## config.mk

```make
export PLATFORM = sky130hd
export DESIGN_NAME = var_shift_pipe_flat
export DESIGN_NICKNAME = d
export VERILOG_FILES = /design/src/rtl/var_shift_pkg.sv /design/src/rtl/var_shift_pipe_if.sv /design/src/rtl/var_shift_stage.sv /design/src/rtl/var_shift_pipe.sv /design/src/flat_wrapper.sv
export SDC_FILE = /design/constraint.sdc
export NUM_CORES = 1
export LEC_CHECK = 0
export CORE_MARGIN = 10
export CORE_UTILIZATION = 45
export CTS_CLUSTER_SIZE = 12
export DETAILED_ROUTE_END_ITERATION = 8
export HOLD_SLACK_MARGIN = 0.06
export PLACE_DENSITY_LB_ADDON = 0.15
export SLEW_MARGIN = 40
export SYNTH_ARGS = -nofsm -noshare
export SYNTH_HDL_FRONTEND = slang
export SYNTH_SLANG_ARGS = --single-unit
export TNS_END_PERCENT = 50
```

## constraint.sdc

```tcl
create_clock -name clk -period 2.1 [get_ports clk]
set_input_delay 0.42 -clock clk [delete_from_list [all_inputs] [get_ports clk]]
set_output_delay 0.42 -clock clk [all_outputs]
set_load 0.05 [all_outputs]
```

## src/rtl/var_shift_pkg.sv

```systemverilog
// Shared types and helpers for the pipelined variable shifter (var_shift_pipe).
package var_shift_pkg;

  typedef enum logic [1:0] {
    SH_LSL = 2'b00,
    SH_LSR = 2'b01,
    SH_ASR = 2'b10,
    SH_ROL = 2'b11
  } sh_op_e;

  function automatic int sh_clog2(input int v);
    int r;
    r = 0;
    for (int i = 0; i < 32; i++) begin
      if ((1 << r) < v) r++;
    end
    return r;
  endfunction

  // Number of binary shift stages for a given data width (at least one).
  function automatic int sh_stages(input int width);
    return (width < 2) ? 1 : sh_clog2(width);
  endfunction

  localparam int SH_DEF_WIDTH  = 8;
  localparam int SH_DEF_STAGES = sh_stages(SH_DEF_WIDTH);

endpackage

```

## src/rtl/var_shift_pipe_if.sv

```systemverilog
// Handshake bundle between operand issue, var_shift_pipe and the result consumer.
interface var_shift_pipe_if #(
  parameter int WIDTH = 8,
  parameter int AW    = 8,
  parameter int TAGW  = 4
) ();

  logic             in_valid;
  logic             in_ready;
  logic [WIDTH-1:0] in_data;
  logic [AW-1:0]    in_amt;
  logic [1:0]       in_op;
  logic [TAGW-1:0]  in_tag;
  logic             out_valid;
  logic             out_ready;
  logic [WIDTH-1:0] out_data;
  logic [TAGW-1:0]  out_tag;
  logic             out_ovf;

  modport master (
    output in_valid, in_data, in_amt, in_op, in_tag, out_ready,
    input  in_ready, out_valid, out_data, out_tag, out_ovf
  );

  modport slave (
    input  in_valid, in_data, in_amt, in_op, in_tag, out_ready,
    output in_ready, out_valid, out_data, out_tag, out_ovf
  );

endinterface

```

## src/rtl/var_shift_stage.sv

```systemverilog
// One registered binary shift stage: shifts by 2**K when amount bit K is set.
// Rotate support is compiled in only with VAR_SHIFT_ROTATE_EN.
module var_shift_stage
  import var_shift_pkg::*;
#(
  parameter int WIDTH = 8,
  parameter int TAGW  = 4,
  parameter int L     = 3,
  parameter int K     = 0
) (
  input  logic             clk,
  input  logic             rst_n,
  input  logic             i_advance,
  input  logic             i_vld,
  input  logic [WIDTH-1:0] i_data,
  input  logic [L-1:0]     i_amt,
  input  sh_op_e           i_op,
  input  logic             i_fill,
  input  logic             i_ovf,
  input  logic [TAGW-1:0]  i_tag,
  output logic             o_vld,
  output logic [WIDTH-1:0] o_data,
  output logic [L-1:0]     o_amt,
  output sh_op_e           o_op,
  output logic             o_fill,
  output logic             o_ovf,
  output logic [TAGW-1:0]  o_tag
);

  localparam int               S    = 1 << K;
  localparam logic [WIDTH-1:0] ONES = '1;

  logic [WIDTH-1:0] w_shifted;

  always_comb begin
    w_shifted = i_data;
    if (i_amt[K]) begin
      case (i_op)
        SH_LSL:  w_shifted = i_data << S;
        SH_LSR:  w_shifted = i_data >> S;
        SH_ASR:  w_shifted = (i_data >> S) | (i_fill ? ~(ONES >> S) : '0);
`ifdef VAR_SHIFT_ROTATE_EN
        SH_ROL:  w_shifted = (i_data << S) | (i_data >> (WIDTH - S));
`else
        SH_ROL:  w_shifted = i_data << S;
`endif
        default: w_shifted = i_data;
      endcase
    end
  end

  // Stage register: everything moves together on advance, holds otherwise.
  always_ff @(posedge clk or negedge rst_n) begin
    if (!rst_n) begin
      o_vld  <= 1'b0;
      o_data <= '0;
      o_amt  <= '0;
      o_op   <= SH_LSL;
      o_fill <= 1'b0;
      o_ovf  <= 1'b0;
      o_tag  <= '0;
    end else if (i_advance) begin
      o_vld  <= i_vld;
      o_data <= w_shifted;
      o_amt  <= i_amt;
      o_op   <= i_op;
      o_fill <= i_fill;
      o_ovf  <= i_ovf;
      o_tag  <= i_tag;
    end
  end

endmodule

```

## src/rtl/var_shift_pipe.sv

```systemverilog
// Pipelined variable shifter (LSL/LSR/ASR, plus ROL when VAR_SHIFT_ROTATE_EN is
// defined; otherwise op 11 behaves as LSL). One register per binary shift stage.
module var_shift_pipe
  import var_shift_pkg::*;
#(
  parameter int WIDTH = 8,
  parameter int AW    = 8,
  parameter int TAGW  = 4
) (
  input  logic           clk,
  input  logic           rst_n,
  var_shift_pipe_if.slave bus
);

  localparam int L = sh_stages(WIDTH);

  logic             w_advance;
  sh_op_e           w_s0_op;
  logic             w_s0_ovf;
  logic             w_s0_fill;
  logic             w_s0_sat;
  logic [WIDTH-1:0] w_s0_data;
  logic [L-1:0]     w_s0_amt;

  logic             w_vld  [L];
  logic [WIDTH-1:0] w_data [L];
  logic [L-1:0]     w_amt  [L];
  sh_op_e           w_op   [L];
  logic             w_fill [L];
  logic             w_ovf  [L];
  logic [TAGW-1:0]  w_tag  [L];

  // Global stall: the whole pipe moves only when the output slot can drain.
  assign w_advance    = !w_vld[L-1] || bus.out_ready;
  assign bus.in_ready = w_advance;

  // Out-of-range non-rotate shifts saturate by preloading the fill pattern
  // and shifting by zero, so later stages need no overflow awareness.
  always_comb begin
    w_s0_op = sh_op_e'(bus.in_op);
`ifndef VAR_SHIFT_ROTATE_EN
    if (w_s0_op == SH_ROL) w_s0_op = SH_LSL;
`endif
    w_s0_ovf  = ({1'b0, bus.in_amt} >= (AW+1)'(WIDTH));
    w_s0_fill = (w_s0_op == SH_ASR) && bus.in_data[WIDTH-1];
    w_s0_sat  = w_s0_ovf && (w_s0_op != SH_ROL);
    w_s0_data = w_s0_sat ? {WIDTH{w_s0_fill}} : bus.in_data;
    w_s0_amt  = w_s0_sat ? '0 : bus.in_amt[L-1:0];
  end

  for (genvar k = 0; k < L; k++) begin : g_stage
    logic             w_i_vld;
    logic [WIDTH-1:0] w_i_data;
    logic [L-1:0]     w_i_amt;
    sh_op_e           w_i_op;
    logic             w_i_fill;
    logic             w_i_ovf;
    logic [TAGW-1:0]  w_i_tag;

    if (k == 0) begin : g_src_in
      assign w_i_vld  = bus.in_valid;
      assign w_i_data = w_s0_data;
      assign w_i_amt  = w_s0_amt;
      assign w_i_op   = w_s0_op;
      assign w_i_fill = w_s0_fill;
      assign w_i_ovf  = w_s0_ovf;
      assign w_i_tag  = bus.in_tag;
    end else begin : g_src_prev
      assign w_i_vld  = w_vld[k-1];
      assign w_i_data = w_data[k-1];
      assign w_i_amt  = w_amt[k-1];
      assign w_i_op   = w_op[k-1];
      assign w_i_fill = w_fill[k-1];
      assign w_i_ovf  = w_ovf[k-1];
      assign w_i_tag  = w_tag[k-1];
    end

    var_shift_stage #(
      .WIDTH (WIDTH),
      .TAGW  (TAGW),
      .L     (L),
      .K     (k)
    ) u_stage (
      .clk       (clk),
      .rst_n     (rst_n),
      .i_advance (w_advance),
      .i_vld     (w_i_vld),
      .i_data    (w_i_data),
      .i_amt     (w_i_amt),
      .i_op      (w_i_op),
      .i_fill    (w_i_fill),
      .i_ovf     (w_i_ovf),
      .i_tag     (w_i_tag),
      .o_vld     (w_vld[k]),
      .o_data    (w_data[k]),
      .o_amt     (w_amt[k]),
      .o_op      (w_op[k]),
      .o_fill    (w_fill[k]),
      .o_ovf     (w_ovf[k]),
      .o_tag     (w_tag[k])
    );
  end

  assign bus.out_valid = w_vld[L-1];
  assign bus.out_data  = w_data[L-1];
  assign bus.out_tag   = w_tag[L-1];
  assign bus.out_ovf   = w_ovf[L-1];

endmodule

```

## src/flat_wrapper.sv

```systemverilog
// flat-port wrapper written by rule: the top's interface ports become plain ports
module var_shift_pipe_flat import var_shift_pkg::*;
#(
  parameter int WIDTH = 8,
  parameter int AW    = 8,
  parameter int TAGW  = 4
)
  (clk, rst_n, bus_in_valid, bus_in_data, bus_in_amt, bus_in_op, bus_in_tag, bus_out_ready, bus_in_ready, bus_out_valid, bus_out_data, bus_out_tag, bus_out_ovf);
  var_shift_pipe_if #(.WIDTH(WIDTH), .AW(AW), .TAGW(TAGW)) bus_i ();
  input  logic clk;
  input  logic rst_n;
  input wire logic [$bits(bus_i.in_valid)-1:0] bus_in_valid;
  input wire logic [$bits(bus_i.in_data)-1:0] bus_in_data;
  input wire logic [$bits(bus_i.in_amt)-1:0] bus_in_amt;
  input wire logic [$bits(bus_i.in_op)-1:0] bus_in_op;
  input wire logic [$bits(bus_i.in_tag)-1:0] bus_in_tag;
  input wire logic [$bits(bus_i.out_ready)-1:0] bus_out_ready;
  output wire logic [$bits(bus_i.in_ready)-1:0] bus_in_ready;
  output wire logic [$bits(bus_i.out_valid)-1:0] bus_out_valid;
  output wire logic [$bits(bus_i.out_data)-1:0] bus_out_data;
  output wire logic [$bits(bus_i.out_tag)-1:0] bus_out_tag;
  output wire logic [$bits(bus_i.out_ovf)-1:0] bus_out_ovf;
  assign bus_i.in_valid = bus_in_valid;
  assign bus_i.in_data = bus_in_data;
  assign bus_i.in_amt = bus_in_amt;
  assign bus_i.in_op = bus_in_op;
  assign bus_i.in_tag = bus_in_tag;
  assign bus_i.out_ready = bus_out_ready;
  assign bus_in_ready = bus_i.in_ready;
  assign bus_out_valid = bus_i.out_valid;
  assign bus_out_data = bus_i.out_data;
  assign bus_out_tag = bus_i.out_tag;
  assign bus_out_ovf = bus_i.out_ovf;
  var_shift_pipe #(.WIDTH(WIDTH), .AW(AW), .TAGW(TAGW)) u_core (.clk(clk), .rst_n(rst_n), .bus(bus_i));
endmodule
```

; ---- Word level (Yosys, flattened, before mapping)
; Cells that the tools add are included.
[word_totals]
reg_bits = 54
inputBits = 26
output_inout_bits = 15
elab_cells = 55
[op_classes]
n_lt_le_gt_ge = 1
eq_ne = 11
muxes = 12
bitwise_logic = 3
reduce_logical = 10
[ops]
columns = op, n
row1 = case mux 8 bit (3 select lines), 3
row2 = 2-to-1 mux 8 bit, 7
row3 = == test 2 bit (second input constant), 7
row4 = greater-or-equal comparator 8 x 4 -> 1 bit (second input constant), 1
row5 = bitwise OR 4 x 8 -> 8 bit, 1
row6 = bitwise OR 6 x 8 -> 8 bit, 1
row7 = bitwise OR 7 x 8 -> 8 bit, 1
row8 = == test 2 x 1 -> 1 bit (second input constant), 3
row9 = zero test 2 bit, 3
row10 = OR reduction 2 bit, 3
row11 = 2-to-1 mux 3 bit, 1
row12 = logical AND 1 bit, 2
row13 = 2-to-1 mux 2 bit, 1
row14 = != test 2 bit (second input constant), 1
row15 = zero test 1 bit, 1
row16 = logical OR 1 bit, 1

; ---- Logic depth before layout (Yosys ltp)
[depth]
depth_word = 8
depth_mapped = 8
depth_no_buf = 7

; ---- Modules after synthesis
; A second synthesis with hierarchy kept.
[unflattened]
hier_cells = 245
area_unflattened_um2 = 2945.3
[modules_own_cells]
columns = module, n_inst, cells_per_inst, area_each_um2, seq_area_each_um2
row1 = var_shift_stage (u_core.g_stage[1].u_stage), 1, 79, 952.2, 500.5
row2 = var_shift_stage (u_core.g_stage[0].u_stage), 1, 78, 927.1, 500.5
row3 = var_shift_stage (u_core.g_stage[2].u_stage), 1, 67, 913.4, 500.5
row4 = var_shift_pipe, 1, 21, 152.6, 0.0

; ---- Least setup slack after synthesis
; Ideal clock, no wire load.
[synth_path]
path_type = reg-to-output
start = reg u_core.g_stage[2].u_stage.o_vld
end = out bus_in_ready
arrival_ns = 1.512
required_time_ns = 1.680
setup_slack_ns = 0.168
path_stages_with_launch = 4
n_path_buf = 1
path_cell_list = dfrtp_1 nor2b_1 inv_2 clkbuf_1
[synth_between]
elab_chain_len = 2
[synth_rtl]
columns = item, line_no
row1 = start: declaration, var_shift_stage.sv:21  ; output logic o_vld,
row2 = start signal: assignment, var_shift_stage.sv:63  ; o_vld <= i_vld;
row3 = zero test 1 bit, var_shift_pipe.sv:34  ; assign w_advance = !w_vld[L-1] || bus.out_ready;
row4 = logical OR 1 bit, var_shift_pipe.sv:34
row5 = end: declaration, flat_wrapper.sv:18  ; output wire logic [$bits(bus_i.in_ready)-1:0] bus_in_ready;
; Every way passes these cells.

; ---- Worst setup path in the final report
[layout_path]
start = in bus_in_op[0]
end = reg u_core.g_stage[0].u_stage.o_data[1]
[layout_between]
elab_chain_len = 8
word_cells_on_any_way = 15
cone_classes = 5 x eq/ne / 5 x mux / 1 x bitwise / 4 x reduce/logical
[layout_rtl]
columns = item, line_no
row1 = start: declaration, flat_wrapper.sv:15  ; input wire logic [$bits(bus_i.in_op)-1:0] bus_in_op;
row2 = == test 2 bit (*), var_shift_pipe.sv:42  ; if (w_s0_op == SH_ROL) w_s0_op = SH_LSL;
row3 = 2-to-1 mux 2 bit (*), var_shift_pipe.sv:42
row4 = net u_core.g_stage[0].u_stage.i_op[1], var_shift_stage.sv:17  ; input sh_op_e i_op,
row5 = == test 2 bit / != test 2 bit (equally long branches), "var_shift_stage.sv:38, var_shift_pipe.sv:45, var_shift_pipe.sv:46"
row6 = "logical AND 1 bit, on equally long branches", "var_shift_pipe.sv:45, var_shift_pipe.sv:46"
row7 = 2-to-1 mux 8 bit, var_shift_pipe.sv:47  ; w_s0_data = w_s0_sat ? {WIDTH{w_s0_fill}} : bus.in_data;
row8 = bitwise OR 7 x 8 -> 8 bit, var_shift_stage.sv:41  ; SH_ASR: w_shifted = (i_data >> S) | (i_fill ? ~(ONES >> S) : '0);
row9 = case mux 8 bit (3 select lines), var_shift_stage.sv:38  ; case (i_op)
row10 = 2-to-1 mux 8 bit (*), var_shift_stage.sv:37  ; if (i_amt[K]) begin
row11 = end signal: assignment, var_shift_stage.sv:64  ; o_data <= w_shifted;
row12 = end: declaration, var_shift_stage.sv:22  ; output logic [WIDTH-1:0] o_data,
; The timed path passes the listed nets; every way through them passes the cells marked *.
; A chain may end at the register's enable or synchronous reset.

==> results.txt <==
Maximum buffer depth of the clock tree: 2
First-pass GRT wire length: 10.3 mm
Cell taking the most area after synthesis: dfrtp_1
# nets final: 370
Post-synth top area share: 49.3%
Kind of start point of the critical path: primary input
Num CTS Buffers: 5
Layout cells sized above 1: 11.2%
Maxcap violations: 0
GRT met1 Usage: 17.2%
Worst-Skew Late Latency: 0.30 ns
Worst-path clk slew: 0.09 ns
Vias per inst: 5.22
IO Pins: 41
Internal power: 2.18 mW
Crit share post-route: 94.8%
DIE WIDTH: 95.8 um
Reg area: 1280 um^2
Std cell rows: 27
Yosys warnings: 0
Clock Tree Root: clkbuf_8
Fin. Hold Viols: 0
Top Usage Layer GRT: met2
RSZ-0062 raised after global routing: false
Rel. slew slack: 65.6%
Setup Fix Bufs, Post-CTS: 0
Worst Setup Path Type: in2reg
Worst Setup SP: bus_in_op[0]
Largest family of logic cells by synthesized area: simple AND/OR/NAND/NOR gates
Vias: 2142
Die Ht: 95.8 um
CTS sink cnt: 51
Sequential Power Share: 40.2%
Critical path, cell by cell: clkdlybuf4s50_1, inv_1, ha_1, nand2_2, a21boi_4, a21oi_1, a221o_1
Synth Area in Compound Gates: 19.5%
Worst slew pin tran: 0.515 ns
#FFs+latches synth: 51
Synth Net Count: 321
Vias in the first global route: 2220
First-pass DRT Iterations: 4
Detailed-route wire length per cell: 14.5 um
Pleak: 1.45 nW
DRC violations left: 0
Critical Path RT: 2.29 ns
Nature of the critical path endpoint: register
Clock Skew: 0.00942 ns
Mapped Area: 2590 um^2
Synth cell types: 38
Worst r2r path cells: 6
Async SR Flop Fraction: 100%
Min-delay src: u_core.g_stage[1].u_stage.o_vld$_DFFE_PN0P_
DRT Wirelength: 5.94 mm
Drt initial violations: 65
P per Cell Area: 1130 nW/um^2
Setup violators final: 0
Slew Viols, Final: 0
Sequential share of the synthesized area: 49.3%
Met3 global-route usage: 4.05%
Hold Path Class: reg2reg
GP Congestion: 0.908
Mux cell area share after synthesis: 1.16%
IR drop worst, VDD: 0.694 mV
Final core utilization: 58.4%
Met2 GRT Util: 22.5%
Post-DP HPWL: 4.52 mm
Clock power share: 18.3%
Worst Hold Depth: 2
Sw frac: 40.2%
Worst R2R Setup Slack: 0.48 ns
CTS H-tree lvls: 2
Ys flop type: dfrtp_1
NetSw: 1.46 mW
Crit-path max FO: 11
Fin crit period: 1.99 ns
Reg2Reg Launch Point: u_core.g_stage[0].u_stage.o_op[0]$_DFFE_PN0P_
Port Buffer Count: 40
Dpl ws: -0.205 ns
Core area: 5540 um^2
Layout area overhead: 25.1%
Most common cell after layout, fill and taps aside: nand2_1
Final ANT Viol Nets: 0
Synth area leaders: dfrtp_1 49%, nand2_1 11%, o21ai_0 3.5%, nor2_1 3.3%, ha_1 2.9%
Xor and xnor fraction of the mapped netlist area: 0%
Cells after synthesis: 289
DIE AREA: 9180 um^2
CTS tree: yes
Critical Path AT: 2.18 ns
Avg Inst Size Synth: 8.95 um^2
Reg2reg end: u_core.g_stage[1].u_stage.o_data[5]$_DFFE_PN0P_
Overflow after GRT: 0
Initial Util: 46.7%
Total GRT Usage: 13.9%
Synth Area in Simple Gates: 21.1%
Crit path max-delay family: compound AO/OA/AOI/OAI gates
Area of the multi-input gates: 1160 um^2
Initial antenna violation count: 0
FMAX: 0.502 GHz
Crit path buffers/inverters: 2
Crit-path slowest cell: clkdlybuf4s50_1
Largest net degree at the start of global routing: 35
Antenna Cells: 0
Outcome: finished clean
Max incr delay on CP: 0.48 ns
Most frequent cells in the layout: 75 x nand2_1, 51 x dfrtp_1, 38 x clkdlybuf4s50_1
Post-synth EDFFs: 0
Worst setup margin: 0.110 ns
Area share of fa/ha/maj cells after synthesis: 2.90%
Hold endpoint: u_core.g_stage[1].u_stage.o_vld$_DFFE_PN0P_
Fillers: 531
Combinational group share of total power: 41.5%
-- power by group through the flow --
stage	clock, mW	combinational, mW	sequential, mW
floorplan	0	0.604	1.88
global placement	0	1.51	1.48
detailed placement	0	1.53	1.49
CTS	0.681	1.54	1.47
global route	0.723	1.66	1.51
finish	0.667	1.51	1.46
-- registers in the layout, indices dropped and copies added, names as in the netlist --
signal                         flops
u_core.g_stage.u_stage.o_amt       3
u_core.g_stage.u_stage.o_tag      12
u_core.g_stage.u_stage.o_fill      2
u_core.g_stage.u_stage.o_vld       3
u_core.g_stage.u_stage.o_data     24
u_core.g_stage.u_stage.o_ovf       3
u_core.g_stage.u_stage.o_op        4
-- metal layers --
metal / up-vias / wire length, um
li1: 1094 / -
met1: 981 / 2720
met2: 60 / 2740
met3: 7 / 388
met4: 0 / 83
met5: - / 0
-- cell usage after synthesis (3+ instances only) --
master     n
o211ai_1   4
ha_1       6
mux2i_1    3
dfrtp_1   51
o21ai_0   18
a22oi_1    6
clkbuf_1  11
a221oi_1   5
nand2_1   75
a31oi_1    8
inv_1     14
a32o_1     4
a21oi_1   10
nor2b_1    4
nor2_1    23
buf_6      4
o21a_1     4
or3_1      4
nand3_1    6
o221ai_1   4
-- cell families after synthesis --
logic type	count (synthesis)
and+or+nand+nor	125
DFF	51
muxes	3
adders and majority gates	6
buffers and inverters	32
AOI/OAI and AO/OA	72
-- worst max-delay path by stage --
stage,endpoint,depth (start not counted)
6_report,u_core.g_stage[0].u_stage.o_data[1]$_DFFE_PN0P_,7
2_1_floorplan,bus_in_ready,3
3_5_place_dp,u_core.g_stage[0].u_stage.o_data[1]$_DFFE_PN0P_,7
5_1_grt,u_core.g_stage[0].u_stage.o_data[1]$_DFFE_PN0P_,7
3_3_place_gp,u_core.g_stage[0].u_stage.o_data[1]$_DFFE_PN0P_,7
4_1_cts,u_core.g_stage[0].u_stage.o_data[1]$_DFFE_PN0P_,7
-- what timing repair did --
action                                 in CTS  in global routing
gates resized for setup                     0                  0
hold buffers                                1                  0
endpoints found under the hold margin      16                  0
-- worst min-delay path, delay by kind of cell, from the launching register on --
family        cells  cell delay (ns)
simple gates      2             0.10
flops             1             0.35
-- layout make-up --
| type | count | area share [%] |
|---|---|---|
| Timing Repair Buffer | 59 | 17.0 |
| Sequential cell | 51 | 39.4 |
| Clock buffer | 5 | 2.13 |
| Clock inverter | 2 | 1.16 |
| Tap cell | 72 | 2.78 |
| Multi-Input combinational cell | 206 | 35.8 |
| Inverter | 15 | 1.74 |
-- per-stage QoR --
step	power (mW)	TNS (ns)	cells	cell area (um^2)	hold slack [ns]
6_report	3.65	0	410	3240	0.467
5_1_grt	3.89	0	410	3240	0.491
4_1_cts	3.68	0	410	3240	0.469
3_5_place_dp	3.02	-0.940	402	3120	0.389
3_3_place_gp	2.99	-0.627	402	3120	0.389
2_1_floorplan	2.48	0	289	2590	0.124
Note: power is estimated with default switching activity, not from simulation.
